$ cat src/rtl/iod_train_pkg.sv
// Shared types and helpers for the IOD eye-training sequencer.
package iod_train_pkg;

  typedef enum logic [3:0] {
    ST_IDLE,
    ST_LOAD,
    ST_SETTLE,
    ST_CLEAR,
    ST_SAMPLE,
    ST_EVAL,
    ST_STEP,
    ST_CENTER_SETTLE,
    ST_CENTER_MOVE,
    ST_DONE,
    ST_FAIL
  } train_state_e;

  localparam int DEF_NUM_TAPS = 128;

  localparam logic DIR_INC = 1'b1;
  localparam logic DIR_DEC = 1'b0;

  function automatic int calc_tap_w(input int num_taps);
    return (num_taps > 1) ? $clog2(num_taps) : 1;
  endfunction

  // Counter only has to reach the larger of the two dwell lengths minus one.
  function automatic int calc_cnt_w(input int a, input int b);
    int m;
    m = (a > b) ? a : b;
    return (m > 1) ? $clog2(m) : 1;
  endfunction

endpackage

$ cat src/rtl/iod_win_tracker.sv
// Tracks the current passing run and the longest passing window seen so far.
module iod_win_tracker
  import iod_train_pkg::*;
#(
  parameter int TAP_W = calc_tap_w(DEF_NUM_TAPS)
) (
  input  logic             clk,
  input  logic             rst_n,
  input  logic             i_clear,
  input  logic             i_eval,
  input  logic             i_pass,
  input  logic [TAP_W-1:0] i_tap,
  output logic [TAP_W-1:0] o_win_start,
  output logic [TAP_W-1:0] o_win_end,
  output logic [TAP_W:0]   o_best_len
);

  logic [TAP_W:0]   r_run_len;
  logic [TAP_W:0]   r_best_len;
  logic [TAP_W-1:0] r_run_start;
  logic [TAP_W-1:0] r_best_start;
  logic [TAP_W-1:0] r_best_end;
  logic [TAP_W:0]   w_run_len_nxt;
  logic [TAP_W-1:0] w_run_start_nxt;

  always_comb begin
    w_run_len_nxt   = '0;
    w_run_start_nxt = r_run_start;
    if (i_pass) begin
      w_run_len_nxt = r_run_len + 1'b1;
      if (r_run_len == '0) begin
        w_run_start_nxt = i_tap;
      end
    end
  end

  // Strict compare keeps the earliest of equally long windows.
  always_ff @(posedge clk) begin
    if (!rst_n || i_clear) begin
      r_run_len    <= '0;
      r_run_start  <= '0;
      r_best_len   <= '0;
      r_best_start <= '0;
      r_best_end   <= '0;
    end else if (i_eval) begin
      r_run_len   <= w_run_len_nxt;
      r_run_start <= w_run_start_nxt;
      if (w_run_len_nxt > r_best_len) begin
        r_best_len   <= w_run_len_nxt;
        r_best_start <= w_run_start_nxt;
        r_best_end   <= i_tap;
      end
    end
  end

  assign o_win_start = r_best_start;
  assign o_win_end   = r_best_end;
  assign o_best_len  = r_best_len;

endmodule

$ cat src/rtl/iod_eye_train_ctrl.sv
// Sweeps the IOD receive delay line, scores each tap from the eye-monitor
// flags, then steps back to the centre of the longest error-free window.
module iod_eye_train_ctrl
  import iod_train_pkg::*;
#(
  parameter  int NUM_TAPS      = DEF_NUM_TAPS,
  parameter  int SETTLE_CYCLES = 8,
  parameter  int SAMPLE_CYCLES = 16,
  parameter  int MIN_WINDOW    = 4,
  localparam int TAP_W         = calc_tap_w(NUM_TAPS)
) (
  input  logic             FAB_CLK,
  input  logic             RESET_N,
  input  logic             TRAIN_START,
  input  logic             EYE_MONITOR_EARLY,
  input  logic             EYE_MONITOR_LATE,
  input  logic             DELAY_LINE_OUT_OF_RANGE,
  output logic             EYE_MONITOR_CLEAR_FLAGS,
  output logic             DELAY_LINE_LOAD,
  output logic             DELAY_LINE_MOVE,
  output logic             DELAY_LINE_DIRECTION,
  output logic [TAP_W-1:0] TAP_POS,
  output logic [TAP_W-1:0] WIN_START,
  output logic [TAP_W-1:0] WIN_END,
  output logic             BUSY,
  output logic             TRAIN_DONE,
  output logic             TRAIN_FAIL
);

  localparam int               CNT_W       = calc_cnt_w(SETTLE_CYCLES, SAMPLE_CYCLES);
  localparam logic [CNT_W-1:0] SETTLE_LAST = CNT_W'(SETTLE_CYCLES - 1);
  localparam logic [CNT_W-1:0] SAMPLE_LAST = CNT_W'(SAMPLE_CYCLES - 1);
  localparam logic [TAP_W-1:0] TAP_LAST    = TAP_W'(NUM_TAPS - 1);
  localparam logic [TAP_W:0]   MIN_LEN     = (TAP_W + 1)'(MIN_WINDOW);

  train_state_e     r_state;
  train_state_e     w_state_nxt;
  logic [CNT_W-1:0] r_cnt;
  logic [CNT_W-1:0] w_cnt_nxt;
  logic [TAP_W-1:0] r_tap;
  logic             r_load;
  logic             r_clear;
  logic             r_move;
  logic             r_dir;
  logic             r_busy;
  logic             r_done;
  logic             r_fail;
  logic             r_err;
  logic             r_oor;
  logic             w_start;
  logic             w_eval;
  logic             w_fail_entry;
  logic [TAP_W-1:0] w_win_start;
  logic [TAP_W-1:0] w_win_end;
  logic [TAP_W:0]   w_best_len;
  logic [TAP_W:0]   w_centre_sum;
  logic [TAP_W-1:0] w_centre;

  assign w_start = ((r_state == ST_IDLE) || (r_state == ST_DONE) || (r_state == ST_FAIL))
                   && TRAIN_START;
  assign w_eval  = (r_state == ST_EVAL);

  assign w_centre_sum = {1'b0, w_win_start} + {1'b0, w_win_end};
  assign w_centre     = TAP_W'(w_centre_sum >> 1);

  always_comb begin
    w_state_nxt = r_state;
    case (r_state)
      ST_IDLE, ST_DONE, ST_FAIL: if (TRAIN_START) w_state_nxt = ST_LOAD;
      ST_LOAD:    w_state_nxt = ST_SETTLE;
      ST_SETTLE: begin
        // A saturated delay line skips sampling; the tap is scored as failed.
        if (DELAY_LINE_OUT_OF_RANGE)   w_state_nxt = ST_EVAL;
        else if (r_cnt == SETTLE_LAST) w_state_nxt = ST_CLEAR;
      end
      ST_CLEAR:   w_state_nxt = ST_SAMPLE;
      ST_SAMPLE:  if (r_cnt == SAMPLE_LAST) w_state_nxt = ST_EVAL;
      ST_EVAL: begin
        if ((r_tap == TAP_LAST) || r_oor || DELAY_LINE_OUT_OF_RANGE) w_state_nxt = ST_CENTER_SETTLE;
        else                                                         w_state_nxt = ST_STEP;
      end
      ST_STEP:    w_state_nxt = ST_SETTLE;
      ST_CENTER_SETTLE: begin
        if (w_best_len < MIN_LEN) w_state_nxt = ST_FAIL;
        else if (r_tap > w_centre) w_state_nxt = ST_CENTER_MOVE;
        else                       w_state_nxt = ST_DONE;
      end
      ST_CENTER_MOVE: w_state_nxt = ST_CENTER_SETTLE;
      default:        w_state_nxt = ST_IDLE;
    endcase
  end

  always_comb begin
    w_cnt_nxt = '0;
    if (((r_state == ST_SETTLE) || (r_state == ST_SAMPLE)) && (w_state_nxt == r_state)) begin
      w_cnt_nxt = r_cnt + 1'b1;
    end
  end

  assign w_fail_entry = (w_state_nxt == ST_FAIL) && (r_state != ST_FAIL);

  always_ff @(posedge FAB_CLK) begin
    if (!RESET_N) begin
      r_state <= ST_IDLE;
    end else begin
      r_state <= w_state_nxt;
    end
  end

  // Pulses and levels are registered from the next state so they line up
  // with the state they belong to.
  always_ff @(posedge FAB_CLK) begin
    if (!RESET_N) begin
      r_cnt   <= '0;
      r_tap   <= '0;
      r_load  <= 1'b0;
      r_clear <= 1'b0;
      r_move  <= 1'b0;
      r_dir   <= 1'b0;
      r_busy  <= 1'b0;
      r_done  <= 1'b0;
      r_fail  <= 1'b0;
      r_err   <= 1'b0;
      r_oor   <= 1'b0;
    end else begin
      r_cnt   <= w_cnt_nxt;
      r_load  <= (w_state_nxt == ST_LOAD) || w_fail_entry;
      r_clear <= (w_state_nxt == ST_CLEAR);
      r_move  <= (w_state_nxt == ST_STEP) || (w_state_nxt == ST_CENTER_MOVE);
      r_busy  <= !((w_state_nxt == ST_IDLE) || (w_state_nxt == ST_DONE) || (w_state_nxt == ST_FAIL));

      if (w_state_nxt == ST_STEP)             r_dir <= DIR_INC;
      else if (w_state_nxt == ST_CENTER_MOVE) r_dir <= DIR_DEC;

      if ((w_state_nxt == ST_LOAD) || w_fail_entry) r_tap <= '0;
      else if (w_state_nxt == ST_STEP)              r_tap <= r_tap + 1'b1;
      else if (w_state_nxt == ST_CENTER_MOVE)       r_tap <= r_tap - 1'b1;

      if (w_start)                     r_done <= 1'b0;
      else if (w_state_nxt == ST_DONE) r_done <= 1'b1;

      if (w_start)                     r_fail <= 1'b0;
      else if (w_state_nxt == ST_FAIL) r_fail <= 1'b1;

      case (r_state)
        ST_CLEAR:  r_err <= 1'b0;
        ST_SAMPLE: if (EYE_MONITOR_EARLY || EYE_MONITOR_LATE) r_err <= 1'b1;
        ST_SETTLE: if (DELAY_LINE_OUT_OF_RANGE) r_err <= 1'b1;
        default:   r_err <= r_err;
      endcase

      if ((w_state_nxt == ST_STEP) || (w_state_nxt == ST_LOAD)) begin
        r_oor <= 1'b0;
      end else if (((r_state == ST_SETTLE) || (r_state == ST_CLEAR) ||
                    (r_state == ST_SAMPLE) || (r_state == ST_EVAL)) && DELAY_LINE_OUT_OF_RANGE) begin
        r_oor <= 1'b1;
      end
    end
  end

  iod_win_tracker #(
    .TAP_W (TAP_W)
  ) u_win_tracker (
    .clk         (FAB_CLK),
    .rst_n       (RESET_N),
    .i_clear     (w_start),
    .i_eval      (w_eval),
    .i_pass      (!r_err),
    .i_tap       (r_tap),
    .o_win_start (w_win_start),
    .o_win_end   (w_win_end),
    .o_best_len  (w_best_len)
  );

  assign EYE_MONITOR_CLEAR_FLAGS = r_clear;
  assign DELAY_LINE_LOAD         = r_load;
  assign DELAY_LINE_MOVE         = r_move;
  assign DELAY_LINE_DIRECTION    = r_dir;
  assign TAP_POS                 = r_tap;
  assign WIN_START               = w_win_start;
  assign WIN_END                 = w_win_end;
  assign BUSY                    = r_busy;
  assign TRAIN_DONE              = r_done;
  assign TRAIN_FAIL              = r_fail;

endmodule

$ cat config.mk
export PLATFORM = sky130hd
export DESIGN_NAME = iod_eye_train_ctrl
export DESIGN_NICKNAME = d
export VERILOG_FILES = /design/src/rtl/iod_train_pkg.sv /design/src/rtl/iod_win_tracker.sv /design/src/rtl/iod_eye_train_ctrl.sv
export SDC_FILE = /design/constraint.sdc
export NUM_CORES = 1
export LEC_CHECK = 0
export ABC_CLOCK_PERIOD_IN_PS = 7440
export BUFFER_PORTS_ARGS = -buffer_cell sky130_fd_sc_hd__buf_2
export CORE_MARGIN = 2
export CORE_UTILIZATION = 50
export CTS_CLUSTER_DIAMETER = 30
export DETAILED_ROUTE_END_ITERATION = 10
export PLACE_DENSITY = 0.69
export SLEW_MARGIN = 10
export SYNTH_ARGS = -nofsm -noshare
export SYNTH_HDL_FRONTEND = slang
export SYNTH_SLANG_ARGS = --single-unit
export TNS_END_PERCENT = 20
$ cat constraint.sdc
create_clock -name FAB_CLK -period 7.44 [get_ports FAB_CLK]
set_input_delay 1.488 -clock FAB_CLK [delete_from_list [all_inputs] [get_ports FAB_CLK]]
set_output_delay 1.488 -clock FAB_CLK [all_outputs]
set_load 0.005 [all_outputs]
==> run metrics <==
status finished clean; Syn Area/Cell 8.53 µm²; CTS resizes 0; area share of the largest cell type after synthesis 33.7%; Post-CTS Setup Repair Bufs 0; Layout Nets 491; largest net degree at the start of global routing 40; HP Class flop to flop; cell depth of the worst setup path 21; crit-path cells and2_1, fa_1, a21oi_1, nor2_1, nor2_1, o21bai_1, a21oi_1, xor2_1, ha_1, nand4_1, a21oi_1, o22ai_1, a311oi_4, nand3_1, fa_1, a211oi_1, o21ai_0, o21ai_0, nand3_1, a2111o_1, o21ai_1; crit end category flop; worst endpoint required time 7710 ps; routed length per instance 14.6 µm; Psw 192 µW; clock-pin slew on the worst setup and hold paths 70 ps; Die ar. 0.00795 mm²; ant diodes 0; Post-Place Worst Slack 2460 ps; Int Pwr 567 µW; Routed WL 8160 µm; Top delay family on crit path compound AO/OA/AOI/OAI gates; actual slew at the worst max-slew pin 1130 ps; cells on worst reg2reg path 21; CORE AREA 0.00714 mm²; most frequent cells in the layout dfxtp_1, nand2_1, nor2_1; clock sinks 61; Clock Tree Buf Depth 2; gpl congestion 0.893; Seq/Total Area, Yosys 33.7%; most common cell after layout, fill and taps aside dfxtp_1; Root Buffer clkbuf_8; synthesized area 0.00362 mm²; reg-to-reg critical path endpoint TAP_POS[6]; Startpoint Class flop; Max Cap Viol 0; Bufs and invs on worst path 0; CTS tree yes; R2R Setup Slk 2370 ps; P&R area growth vs syn 12.4%; worst setup margin 2370 ps; top post-synthesis cells by area dfxtp_1, ha_1, mux2i_1, nand2_1, nor2_1; post-route ant nets 0; RSZ-0062 raised after global routing no; crit path capture TAP_POS[6]; CP startpoint u_win_tracker.o_win_end[0]; global-route wire length before repair 13600 µm; Overflow after GRT 0; Syn Inst Count 425; max incr delay on CP 560 ps; crit-path max FO 10; skew final 5.07 ps; async set-reset flop share out of synthesis 0%; Initial DRC Count 154; Synth Warn # 0; CP arrival 5340 ps; drt first pass iters 4; switch share 25.3%; hold_buf cts 0; minimum clock period 5070 ps; hpwl dp 5870 µm; cell taking the most area after synthesis dfxtp_1; Initial Util 50.8%; EDFF count, synth 0; io pins 34; initial antenna violation count 0; VDD IR-drop max 0.000108 V; fraction of layout cells with a size suffix above 1 12.6%; CTS buffer count 9; vias per cell 5.57; worst hold slack 460 ps; H-tree depth 3; slowest CP cell a311oi_4; PortBufs 33; syn_nets 462; die width 89.1 µm; GR Util All Layers 22.0%; DIE HEIGHT 89.1 µm; Primary FF master, synth dfxtp_1; hold violation count in the final report 0; PwrDens 187 mW/mm²; WS Path Type flop to flop; CP most frequent cell a21oi_1; Slew Limit Fails 0; worst reg2reg path startpoint u_win_tracker.o_win_end[0]; Worst-Skew Late Latency 340 ps; Leak 0.00175 µW; fmax 0.197 GHz; Site Rows 31; max_slew headroom 24.6%; Fin Setup TNS 0 ps; share of the clock period used by the worst path 68.1%; clock network fraction of total power 44.6%; final setup violation count 0; drc violations 0; routed via count 3107; sequential power share 45.0%; Yosys cell types 55; Synth Register Bits 61; Comb power frac 10.4%; vias in the first global route 2959
[sequential cells by signal, indices dropped and copies added, names as in the netlist]
register,cells
DELAY_LINE_MOVE,1
r_cnt,4
BUSY,1
r_err,1
EYE_MONITOR_CLEAR_FLAGS,1
r_oor,1
TRAIN_DONE,1
u_win_tracker.o_best_len,8
DELAY_LINE_LOAD,1
TRAIN_FAIL,1
u_win_tracker.r_run_start,7
u_win_tracker.o_win_start,7
DELAY_LINE_DIRECTION,1
u_win_tracker.o_win_end,7
u_win_tracker.r_run_len,8
TAP_POS,7
r_state,4
[per-stage QoR]
stage | utilization (%) | cells | power (µW) | cell area (µm²)
CTS | 57.1 | 558 | 765 | 4070
detailed placement | 53.9 | 542 | 428 | 3850
global route | 57.1 | 558 | 786 | 4070
global placement | 53.9 | 542 | 426 | 3850
floorplan | - | 425 | 408 | 3620
finish | 57.1 | 558 | 760 | 4070
[layout make-up]
class	count	area [µm²]
Inverter	19	71.3
Clock inverter	4	70.1
Sequential cell	61	1220
Multi-Input combinational cell	329	2260
Clock buffer	12	155
Tap cell	99	124
Timing Repair Buffer	34	173
Fill cell	658	3060
[routing by layer]
layer	GRT usage [%]	wire [µm]	vias up
li1	-	-	1582
met1	28.7	3900	1462
met2	36.8	3880	53
met3	3.05	258	10
met4	8.68	133	0
met5	0	0	-
[cells by family (layout without fill, tap and decap cells)]
family	count (synthesis)	in the layout	share of synthesized area, %
XOR/XNOR	17	17	4.11
AND/OR/NAND/NOR	157	157	20.5
buffers and inverters	35	69	4.11
adder cells (fa/ha/maj)	31	31	11.1
flip-flops	61	61	33.7
multiplexers	29	29	8.04
AO/OA/AOI/OAI	95	95	18.4
[Yosys cell counts, types with 7 or more instances]
master and number:
a21oi_1 31, clkbuf_1 8, ha_1 29, o21ai_0 10
nand2b_1 8, xnor2_1 7, inv_1 19, o211a_1 7
o211ai_1 8, mux2i_1 28, xor2_1 10, dfxtp_1 61
o21a_1 7, nand2_1 56, nor2_1 45, nand3_1 16
[worst min path at each step]
stage                                           start                     endpoint  slack (ps)  depth (start not counted)
final                     u_win_tracker.o_best_len[1]  u_win_tracker.o_best_len[1]         460                          2
after global routing                         r_cnt[0]                     r_cnt[0]         480                          1
after CTS                                    r_cnt[0]                     r_cnt[0]         460                          1
after detailed placement                     r_cnt[0]                     r_cnt[0]         450                          1
after global placement                       r_cnt[0]                     r_cnt[0]         430                          1
after floorplan                              r_cnt[0]                     r_cnt[0]         420                          1
[worst reg2reg max path: stages, from the launching register on]
cell      delay, ps
dfxtp_1         330
and2_1          170
fa_1            400
a21oi_1         140
nor2_1           50
nor2_1          150
o21bai_1         80
a21oi_1         170
xor2_1          100
ha_1            300
nand4_1         130
a21oi_1         140
o22ai_1         170
a311oi_4        560
nand3_1         390
fa_1            540
a211oi_1        280
o21ai_0         160
o21ai_0         110
nand3_1         140
a2111o_1        380
o21ai_1          80
[power groups by stage]
stage	sequential (µW)	combinational (µW)	clock, µW
2_1_floorplan	344	64.6	0
3_3_place_gp	349	76.7	0
3_5_place_dp	349	78.2	0
4_1_cts	342	78.7	345
5_1_grt	343	86.7	356
6_report	342	79.2	339
Power figures use the tool's default switching activity.
